==> src/rtl/keypad_scanner.sv <==
// keypad_scanner: 4x4 matrix keypad reader with column scan and debounce.
// Ports: clk, reset (async high), row[3:0] (active-low pins),
//        col[3:0] (active-low drive), key_code[3:0], key_valid, key_held.
module keypad_scanner #(
    parameter int SCAN_DIV     = 16,
    parameter int DEBOUNCE_CNT = 4
) (
    input  logic       clk,
    input  logic       reset,
    input  logic [3:0] row,
    output logic [3:0] col,
    output logic [3:0] key_code,
    output logic       key_valid,
    output logic       key_held
);

    localparam int DW = $clog2(SCAN_DIV);
    localparam int MW = $clog2(DEBOUNCE_CNT + 1);
    localparam logic [DW-1:0] DLAST = DW'(SCAN_DIV - 1);
    localparam logic [MW-1:0] MLAST = MW'(DEBOUNCE_CNT - 1);

    typedef enum logic [1:0] {
        SCAN,
        DEBOUNCE,
        PRESSED
    } state_t;

    state_t        state;
    logic [3:0]    r1;
    logic [3:0]    rs;
    logic [DW-1:0] dwell;
    logic [MW-1:0] mcnt;
    logic [1:0]    col_idx;
    logic [1:0]    row_idx;
    logic [1:0]    low_idx;
    logic          sample;

    assign sample = (dwell == DLAST);

    // Lowest-numbered active row wins when several are low.
    always_comb begin
        low_idx = 2'd3;
        if (!rs[0])
            low_idx = 2'd0;
        else if (!rs[1])
            low_idx = 2'd1;
        else if (!rs[2])
            low_idx = 2'd2;
    end

    always_ff @(posedge clk or posedge reset) begin
        if (reset) begin
            r1 <= 4'hF;
            rs <= 4'hF;
        end else begin
            r1 <= row;
            rs <= r1;
        end
    end

    // Free-running dwell timer; never restarted by state changes.
    always_ff @(posedge clk or posedge reset) begin
        if (reset)
            dwell <= '0;
        else if (sample)
            dwell <= '0;
        else
            dwell <= dwell + 1'b1;
    end

    always_ff @(posedge clk or posedge reset) begin
        if (reset) begin
            state     <= SCAN;
            col       <= 4'b1110;
            col_idx   <= 2'd0;
            row_idx   <= 2'd0;
            mcnt      <= '0;
            key_code  <= 4'h0;
            key_valid <= 1'b0;
            key_held  <= 1'b0;
        end else begin
            key_valid <= 1'b0;
            if (sample) begin
                case (state)
                    SCAN: begin
                        if (rs == 4'hF) begin
                            col_idx <= col_idx + 2'd1;
                            col     <= {col[2:0], col[3]};
                        end else begin
                            row_idx <= low_idx;
                            if (DEBOUNCE_CNT == 1) begin
                                key_code  <= {low_idx, col_idx};
                                key_valid <= 1'b1;
                                key_held  <= 1'b1;
                                mcnt      <= '0;
                                state     <= PRESSED;
                            end else begin
                                mcnt  <= MW'(1);
                                state <= DEBOUNCE;
                            end
                        end
                    end
                    DEBOUNCE: begin
                        if (!rs[row_idx]) begin
                            if (mcnt == MLAST) begin
                                key_code  <= {row_idx, col_idx};
                                key_valid <= 1'b1;
                                key_held  <= 1'b1;
                                mcnt      <= '0;
                                state     <= PRESSED;
                            end else begin
                                mcnt <= mcnt + 1'b1;
                            end
                        end else begin
                            // Bounce: drop the candidate, move on.
                            mcnt    <= '0;
                            col_idx <= col_idx + 2'd1;
                            col     <= {col[2:0], col[3]};
                            state   <= SCAN;
                        end
                    end
                    PRESSED: begin
                        if (rs[row_idx]) begin
                            if (mcnt == MLAST) begin
                                key_held <= 1'b0;
                                mcnt     <= '0;
                                col_idx  <= col_idx + 2'd1;
                                col      <= {col[2:0], col[3]};
                                state    <= SCAN;
                            end else begin
                                mcnt <= mcnt + 1'b1;
                            end
                        end else begin
                            mcnt <= '0;
                        end
                    end
                    default: begin
                        state <= SCAN;
                    end
                endcase
            end
        end
    end

endmodule

==> config.mk <==
export PLATFORM = sky130hd
export DESIGN_NAME = keypad_scanner
export DESIGN_NICKNAME = d
export VERILOG_FILES = /design/src/rtl/keypad_scanner.sv
export SDC_FILE = /design/constraint.sdc
export NUM_CORES = 1
export LEC_CHECK = 0
export CAP_MARGIN = 30
export CORE_MARGIN = 2
export CORE_UTILIZATION = 44
export CTS_BUF_LIST = sky130_fd_sc_hd__clkbuf_16
export CTS_CLUSTER_DIAMETER = 60
export DETAILED_ROUTE_END_ITERATION = 8
export PLACE_DENSITY_LB_ADDON = 0.2
export SETUP_SLACK_MARGIN = 0.1
export SLEW_MARGIN = 5
export SYNTH_ARGS = -nofsm -noshare
export SYNTH_HDL_FRONTEND = slang
export SYNTH_SLANG_ARGS = --single-unit
==> constraint.sdc <==
create_clock -name clk -period 1.9 [get_ports clk]
set_input_delay 0.19 -clock clk [delete_from_list [all_inputs] [get_ports clk]]
set_output_delay 0.19 -clock clk [all_outputs]
set_load 0.01 [all_outputs]
==> results by group, run 1 <==
Placed design
  • Cell count after placement: 161
  • Placer Congestion: around 0.76
  • Cell Area, Placed: between 1500 and 2000 sq um
  • I/O Buffers: 15
  • Post-DP HPWL: about 1700 um

Power
  • Combinational share of power: 9.9%
  • Internal power: between 1 and 1.5 mW
  • Peak VDD IR: ~0.74 mV
  • Flop pwr share: 41.3%
  • P_leak: 0.830 nW
  • Psw: 0.371 mW
  • Switching share of total power: a little over a fifth
  • Clk pwr share: between 40% and 50%
  • Power Density: 961 nW/um^2

Critical path
  • WS Path Type: reg -> reg
  • Worst Path Required: around 2.1 ns
  • Arr. time, crit path: 2.04 ns
  • Crit Path Max Fanout: 5
  • R2R depth: 4
  • Worst setup SP type: register
  • Crit path capture type: register

GRT
  • Vias in the first global route: about 930
  • GR Layer Usage met1: about a fifth
  • Tot GR Track Use: between 15 and 20%
  • GRT busiest layer: met2
  • Number of antenna violations at the first check in global routing: 0
  • First-pass GRT wire length: 4050 um
  • Grt total ovfl: 0
  • Largest net degree at the start of global routing: 32
  • Met3 usage: ~4.6%
  • GR Util met2: 26.3%

Logic synthesis
  • Mapped Avg Cell Area: 12.6 sq um
  • Seq/Total Area, Yosys: 59.1%
  • #FFs+latches synth: 31
  • Synth area leaders: dfrtp_1 37%, dfstp_2 22%, mux2_2 6.7%
  • Mapped Cells: about 110
  • Asr flop ratio synth: 100%
  • Most common flop cell mapped by yosys: dfrtp_1
  • Syn Nets: 118
  • Synth Cell Area: roughly 1300 sq um
  • Cell with the most instances after synthesis: dfrtp_1
  • Post-synth EDFFs: 0
  • Area share of the largest cell type after synthesis: a little under two fifths
  • Largest area contributor in the netlist: dfrtp_1
  • Library cells used by synthesis: 31
  • Synth Warn #: 0
  • Commonest cells post-synth: 20 x dfrtp_1, 11 x dfstp_2, 10 x nand2_1

Floorplan
  • Starting Density: between 40% and 50%
  • Die X: ~59 um
  • Die Area: 3490 sq um
  • FP Rows: 19
  • Die height: around 59 um
  • Floorplan core area: approximately 2800 sq um
  • Top Ports: 16

Timing
  • Setup TNS: 0 ns
  • Final hold viol count: 0
  • Least-Margin Pin Slew: 0.395 ns
  • Min Tclk post-route: around 1.9 ns
  • Endpoints failing setup: 0
  • Final max-slew violation count: 0
  • Final Skew: approximately 0.0053 ns
  • RSZ-0062 raised after global routing: true
  • Max Fclk: roughly 0.53 GHz
  • Period utilization: 99.2%
  • Worst rel slew slack: between 70% and 80%

Drt
  • Avg WL per Cell: ~14 um
  • Final wirelength: around 2500 um
  • Antenna-violating nets left: 0
  • DR DRC count: 0
  • DR pass1 iterations: 4
  • Vias per cell: around 5.4
  • Vias: approximately 950
  • 1st-iter DRT viols: 16

Clocking
  • H-tree depth: 2
  • CTS root buf: clkbuf_16
  • Clock latency on the worst-skew pair: approximately 0.27 ns
  • Clk pin slew, worst setup/hold paths: approximately 0.05 ns
  • CTS tree: done
  • CTS Buffer Depth: 2
  • CTS sink count: 31
  • Total CTS buffers: 5

Cells and area
  • Post-Layout Cell Count: 175
  • Nets: between 150 and 200
  • Share of layout cells above drive strength 1: 34.0%
  • Cell area after layout: 1840 sq um
  • Area grow syn2layout: 38.1%
  • Fill cell count: about 220
  • Finished Core Util: 65.1%
  • Antenna Cells: 0

Run
  • Max_cap viols: 0

Worst hold path
  • HP Class: in -> async

Run status
  • Status: finished clean
[cells in the final DEF, fill, tap and decap left out, drive strengths merged, types with 2 or more instances in the layout]
cell type | Yosys | routed
mux2 | 8 | 8
o31ai | 3 | 3
ha | 6 | 6
buf | 0 | 15
clkbuf | 0 | 5
nor4 | 2 | 2
clkinv | 0 | 2
a211o | 2 | 2
dfrtp | 20 | 20
nand2 | 10 | 10
inv | 8 | 8
nand3 | 4 | 4
nor2 | 3 | 3
xor2 | 2 | 2
clkdlybuf4s50 | 0 | 15
o21ai | 8 | 8
dfstp | 11 | 11
a21oi | 3 | 3
[path summary, 6_finish.rpt]
check	startpoint	slack, ns	to
worst max-delay path	row_idx[0]	0.01	state[0]
worst min-delay path	reset	0.30	state[0]
worst max register to register	row_idx[0]	0.01	state[0]
worst min register to register	r1[0]	0.35	rs[0]
max in group asynchronous	reset	1.29	r1[2]
min in group clk	row[0]	0.33	r1[0]
[power by group through the flow]
stage	Sequential (mW)	Clock, mW	Combinational [mW]
final	0.732	0.864	0.175
after global routing	0.737	0.921	0.196
after CTS	0.731	0.884	0.159
after detailed placement	0.740	0	0.153
after global placement	0.738	0	0.149
after floorplan	0.733	0	0.106
[layer usage]
metal  part of all wire (%)  vias up
met3                    3.0        6
met1                     45      471
met5                      0        -
met2                     50       14
met4                    2.1        0
li1                       -      456
[kinds of logic after synthesis]
logic type | count (synthesis) | share of synthesized area (%)
buffers and inverters | 8 | 2.25
AOI/OAI and AO/OA | 22 | 11.1
and+or+nand+nor | 26 | 10.8
DFF | 31 | 59.1
adders and majority gates | 6 | 5.62
muxes | 10 | 9.18
xor gates and xnor gates | 3 | 1.97
[stage by stage]
step                      power [mW]  hold slack, ns  setup WS (ns)
after floorplan                0.839           0.194         0.0224
after detailed placement       0.894           0.347        -0.0228
after CTS                       1.77           0.308        0.00584
final                           1.77           0.295         0.0145
after global routing            1.85           0.326        -0.0488
after global placement         0.887           0.346         0.0178
[state kept, by name, indices dropped and copies added (netlist names), 3 cells and up]
signal / count
mcnt: 3
key_code: 4
col: 4
rs: 4
r1: 4
dwell: 4
[worst max-delay path, stage by stage, from the launching register on]
cell	delay, ns
dfrtp_1	0.36
mux4_2	0.56
or3_4	0.40
nor3b_4	0.16
o32a_1	0.29
[final cells by class]
type,count,area [sq um],area share (%)
multi-input cells,67,557,30.2
repair buffers,30,263,14.3
well taps,31,38.8,2.10
inverters,8,30.0,1.63
clock buffers,5,125,6.79
flip-flops and latches,31,791,42.9
clock inverters,3,38.8,2.10
[what timing repair did]
action                                  4_1_cts  5_1_grt
gates resized for setup                       1        7
endpoints found under the setup margin        8       11
pin swaps                                     1        2
hold buffers                                  0        0
setup buffers                                 2        4
Note: power is estimated with default switching activity, not from simulation.
==> run 2, diff against run 1 <==
==> constraint.sdc (replaced) <==
create_clock -name clk -period 2.15 [get_ports clk]
set_input_delay 0.215 -clock clk [delete_from_list [all_inputs] [get_ports clk]]
set_output_delay 0.215 -clock clk [all_outputs]
set_load 0.01 [all_outputs]
==> run 2 against run 1 <==
Against the previous run: first-iteration DRC count grew to 2.8 times the previous value; core utilization down 5.2 points; count of clock-buffer cells in the layout did not move; fmax decreased by 5.2%; sequential power shrank 12%; sequential cell count stayed put; power decreased by 19%; die area did not move; design area down 8.0%; largest cell class unchanged.
==> results by group, run 2 (synthesis gave the netlist of run 1 again) <==
Power
  • Psw: 0.330 mW
  • P_leak: roughly 0.76 nW
  • Clk pwr share: ~46%
  • Power Density: 844 nW/um^2
  • Flop pwr share: ~45%
  • Switching share of total power: 23.1%
  • Combinational share of power: 9.1%
  • Peak VDD IR: 0.577 mV
  • Internal power: between 1 and 1.5 mW

Clocking
  • Clk pin slew, worst setup/hold paths: about 0.050 ns
  • CTS root buf: clkbuf_16
  • Hold Buf Count CTS: 0
  • H-tree depth: 2
  • CTS sink count: 31
  • CTS Buffer Depth: 2
  • CTS tree: done
  • Clock latency on the worst-skew pair: approximately 0.28 ns
  • Total CTS buffers: 5

Placed design
  • Placer Congestion: ~0.7
  • Pre-CTS worst setup slack: ~0.11 ns
  • Post-DP HPWL: around 1700 um
  • I/O Buffers: 15
  • Cell Area, Placed: about 1500 sq um

Timing
  • Hold WS: slightly above 0.3 ns
  • Endpoints failing setup: 0
  • Max Fclk: about 0.50 GHz
  • Min Tclk post-route: ~2.0 ns
  • Min setup slack post-route: ~0.16 ns
  • Final max-slew violation count: 0
  • Worst rel slew slack: between 70% and 80%
  • Final Skew: around 0.0037 ns
  • Setup TNS: 0 ns
  • Least-Margin Pin Slew: approximately 0.37 ns
  • Period utilization: between 90% and 100%
  • Final hold viol count: 0
  • RSZ-0062 raised after global routing: true

Critical path
  • FF-to-FF setup slack: 0.16 ns
  • Crit Path Max Fanout: 6
  • RR Startpoint: row_idx[0]
  • Crit path capture type: register
  • Worst setup SP type: register
  • Reg-to-Reg End: state[0]
  • Worst Path Required: 2.31 ns
  • Slowest stage cell on the critical path: mux4_2
  • Critical-path cell list: mux4_2 > or3_4 > nor3b_1 > o32a_1
  • Slowest cell delay on critical path: around 0.61 ns
  • WS Path Type: reg -> reg
  • Arr. time, crit path: around 2.2 ns
  • End of the critical path: state[0]
  • R2R depth: 4
  • Crit. Startpoint: row_idx[0]

Drt
  • Vias: 891
  • Antenna-violating nets left: 0
  • DR pass1 iterations: 4
  • Vias per cell: between 5 and 6
  • 1st-iter DRT viols: 44
  • Avg WL per Cell: between 10 and 15 um
  • DR DRC count: 0
  • Final wirelength: 2330 um

Floorplan
  • Die Area: between 3000 and 4000 sq um
  • Die height: slightly below 60 um
  • FP Rows: 19
  • Floorplan core area: roughly 2800 sq um
  • Starting Density: a little under half
  • Top Ports: 16
  • Die X: 59.1 um

Worst hold path
  • HP Class: in -> async

Run status
  • Status: finished clean

Cells and area
  • Most frequent cells in the layout: 20 x dfrtp_1, 15 x clkdlybuf4s50_1, 11 x dfstp_2, 10 x nand2_1
  • Most common cell after layout, fill and taps aside: dfrtp_1
  • Share of layout cells above drive strength 1: 25.8%
  • Nets: 143
  • Finished Core Util: between 50% and 60%
  • Cell area after layout: 1700 sq um
  • Area grow syn2layout: 27.0%
  • Antenna Cells: 0

GRT
  • Tot GR Track Use: ~17%
  • First-pass GRT wire length: between 4000 and 5000 um
  • Number of antenna violations at the first check in global routing: 0
  • Largest net degree at the start of global routing: 32
  • Grt total ovfl: 0
  • Vias in the first global route: between 900 and 1000

Run
  • Max_cap viols: 0
run 2: cell types whose count changed in the layout (fill, tap and decap cells not counted), sizes merged:
| cell | before | now |
|---|---|---|
| buf | 15 | 3 |
| bufinv | 1 | 0 |
| clkinv | 2 | 3 |
run 2: worst min path at each step:
stage / endpoint / slack (ns) / cells past startpoint
3_3_place_gp: rs[3] / 0.35 / 0
3_5_place_dp: rs[2] / 0.35 / 0
2_1_floorplan: r1[0] / 0.22 / 0
5_1_grt: r1[3] / 0.34 / 1
6_report: col[0] / 0.31 / 3
4_1_cts: col[0] / 0.32 / 3
run 2: routing by layer:
layer	GRT usage, %	share of wire, %	up-vias
met2	25.7	52	17
met4	8.77	2.1	0
met1	18.6	42	440
met3	8.08	4.3	6
met5	0	0	-
li1	-	-	428
run 2: worst max-delay path, delay by kind of cell (launching register included):
kind,cells,cell delay (ns)
multiplexers,1,0.61
AND/OR/NAND/NOR,2,0.55
flip-flops,1,0.38
AO/OA/AOI/OAI,1,0.33
run 2: layout make-up:
| type | count | area [sq um] |
|---|---|---|
| clock buffer | 5 | 125 |
| clock inverter | 3 | 15.0 |
| fill | 237 | 1130 |
| inverter | 8 | 30.0 |
| multi-input combinational | 67 | 524 |
| sequential | 31 | 790 |
| tap | 31 | 38.8 |
| timing repair buffer | 18 | 173 |
run 2: stage by stage:
stage	cells	total power, mW
after floorplan	106	0.740
after global placement	154	0.771
after detailed placement	154	0.777
after CTS	162	1.44
after global routing	163	1.50
final	163	1.43
run 2: timing repair:
item                       4_1_cts  5_1_grt
resized for setup                1        1
setup endpoints to repair        1        5
pin swaps                        0        1
setup buffers                    0        1
run 2: power groups by stage:
stage	logic, mW	registers (mW)	clock network (mW)
floorplan	0.0921	0.648	0
global placement	0.120	0.652	0
finish	0.130	0.645	0.655
global route	0.142	0.649	0.709
CTS	0.126	0.645	0.668
detailed placement	0.123	0.654	0
==> run 3, diff against run 2 <==
--- a/config.mk
+++ b/config.mk
@@ -6,11 +6,11 @@
 export NUM_CORES = 1
 export LEC_CHECK = 0
 export CAP_MARGIN = 30
-export CORE_MARGIN = 2
 export CORE_UTILIZATION = 44
 export CTS_BUF_LIST = sky130_fd_sc_hd__clkbuf_16
 export CTS_CLUSTER_DIAMETER = 60
 export DETAILED_ROUTE_END_ITERATION = 8
+export HOLD_SLACK_MARGIN = 0.12
 export PLACE_DENSITY_LB_ADDON = 0.2
 export SETUP_SLACK_MARGIN = 0.1
 export SLEW_MARGIN = 5
==> run 3 against run 2 <==
Against the previous run: the flow now finishes with violations (DRC); largest cell class unchanged; fmax increased by 1.0%; critical path type unchanged; count of clock-buffer cells in the layout is the same; sequential share of layout area down 0.51 points; combinational power barely moved; wire length shrank 3.4%; clock skew barely moved; power increased by 7.8%; clock power grew 17%.
==> results by group, run 3 (synthesis gave the netlist of run 1 again) <==
Run status
  • Status: complete, but fails checks
  • Failing checks: DRC

Timing
  • Worst rel slew slack: 69.8%
  • Period utilization: approximately 92%
  • RSZ-0062 raised after global routing: false
  • Max Fclk: slightly above 0.5 GHz
  • Least-Margin Pin Slew: 0.449 ns
  • Min Tclk post-route: a little under 2 ns
  • Final max-slew violation count: 0
  • Endpoints failing setup: 0
  • Setup TNS: 0 ns
  • Final Skew: between 0.003 and 0.004 ns
  • Final hold viol count: 0

Drt
  • Vias per cell: between 5 and 6
  • Antenna-violating nets left: 0
  • DR pass1 iterations: 6
  • Final wirelength: about 2200 um
  • Vias: 875
  • 1st-iter DRT viols: 35
  • DR DRC count: 2
  • Avg WL per Cell: between 10 and 15 um

Floorplan
  • Starting Density: between 40% and 50%
  • Top Ports: 16
  • Die X: 57.1 um
  • Die height: about 57 um
  • FP Rows: 19
  • Die Area: between 3000 and 4000 sq um
  • Floorplan core area: 2810 sq um

Power
  • Power Density: 899 nW/um^2
  • Peak VDD IR: about 0.73 mV
  • P_leak: 0.765 nW

Cells and area
  • Multi-input gate area: between 500 and 600 sq um
  • Finished Core Util: about three fifths
  • Share of layout cells above drive strength 1: 24.2%
  • Most frequent cells in the layout: 20 x dfrtp_1, 15 x clkdlybuf4s50_1, 11 x dfstp_2, 10 x nand2_1
  • Sequential Area: roughly 790 sq um
  • Fill cell count: 230
  • Antenna Cells: 0
  • Nets: ~140
  • Most common cell after layout, fill and taps aside: dfrtp_1
  • Area grow syn2layout: 28.4%

Placed design
  • Post-DP HPWL: between 1500 and 2000 um
  • I/O Buffers: 15
  • Placer Congestion: 0.881

GRT
  • Number of antenna violations at the first check in global routing: 0
  • Grt total ovfl: 0
  • Vias in the first global route: slightly below 900
  • Tot GR Track Use: 16.9%
  • Largest net degree at the start of global routing: 32
  • First-pass GRT wire length: ~4000 um

Critical path
  • WS Path Type: reg -> reg
  • Crit path capture type: register
  • Crit Path Max Fanout: 6
  • Slowest cell delay on critical path: about 0.6 ns
  • Slowest stage cell on the critical path: mux4_2
  • Worst Path Required: between 2 and 2.5 ns
  • Arr. time, crit path: 2.12 ns
  • Worst setup SP type: register
  • Critical-path cell list: mux4_2 > or3_1 > nor3b_1 > o32a_1

Clocking
  • Total CTS buffers: 5
  • Post_cts resized: 0
  • CTS tree: done
  • Post-CTS setup repair buffer count: 0
  • CTS root buf: clkbuf_16
  • CTS sink count: 31
  • Clock latency on the worst-skew pair: ~0.27 ns
  • Clk pin slew, worst setup/hold paths: around 0.050 ns
  • CTS Buffer Depth: 2
  • Hold Buf Count CTS: 0
  • H-tree depth: 2

Run
  • Max_cap viols: 0

Worst hold path
  • HP Class: in -> async
==> run 3: worst paths after layout <==
check,from,end,slack (ns),cells after the start
hold / removal,reset,col[0],0.33,3
setup / recovery,row_idx[0],state[0],0.18,4
hold reg to reg,r1[0],rs[0],0.35,0
setup reg to reg,row_idx[0],state[0],0.18,4
min in group clk,row[3],r1[3],0.35,1
max in group asynchronous,reset,rs[1],1.50,3
==> run 3: layout make-up <==
cell class | count | share of cell area (%)
Timing Repair Buffer | 18 | 10.1
Inverter | 8 | 1.75
Sequential cell | 31 | 46.1
Tap cell | 31 | 2.26
Multi-Input combinational cell | 67 | 30.3
Clock buffer | 5 | 7.30
Clock inverter | 3 | 2.26
==> run 3: stage by stage <==
| step | hold slack, ns | total power [mW] | cell area [sq um] | cells | setup WS [ns] |
|---|---|---|---|---|---|
| 2_1_floorplan | 0.219 | 0.740 | 1340 | 106 | 0.199 |
| 3_3_place_gp | 0.346 | 0.779 | 1550 | 155 | 0.187 |
| 3_5_place_dp | 0.348 | 0.783 | 1550 | 155 | 0.155 |
| 4_1_cts | 0.345 | 1.56 | 1710 | 163 | 0.146 |
| 5_1_grt | 0.353 | 1.61 | 1710 | 163 | 0.140 |
| 6_report | 0.334 | 1.54 | 1710 | 163 | 0.182 |
==> run 3: worst max-delay path, delay by kind of cell, from the launching register on <==
family	cells	cell delay, ns
flip-flops	1	0.38
AO/OA/AOI/OAI	1	0.32
multiplexers	1	0.60
AND/OR/NAND/NOR	2	0.55
==> run 3: metal layers <==
layer  wire length, um  global-route usage (%)
met5                 0                       0
met4                21                    8.36
met3                91                    6.80
met2              1130                    26.2
met1              1010                    20.4
==> run 3: power breakdown <==
group          total (mW)  switching (mW)  leakage, nW  internal [mW]
clock               0.764           0.225       0.0812          0.538
sequential          0.646          0.0233        0.379          0.622
combinational       0.132          0.0732        0.305         0.0588
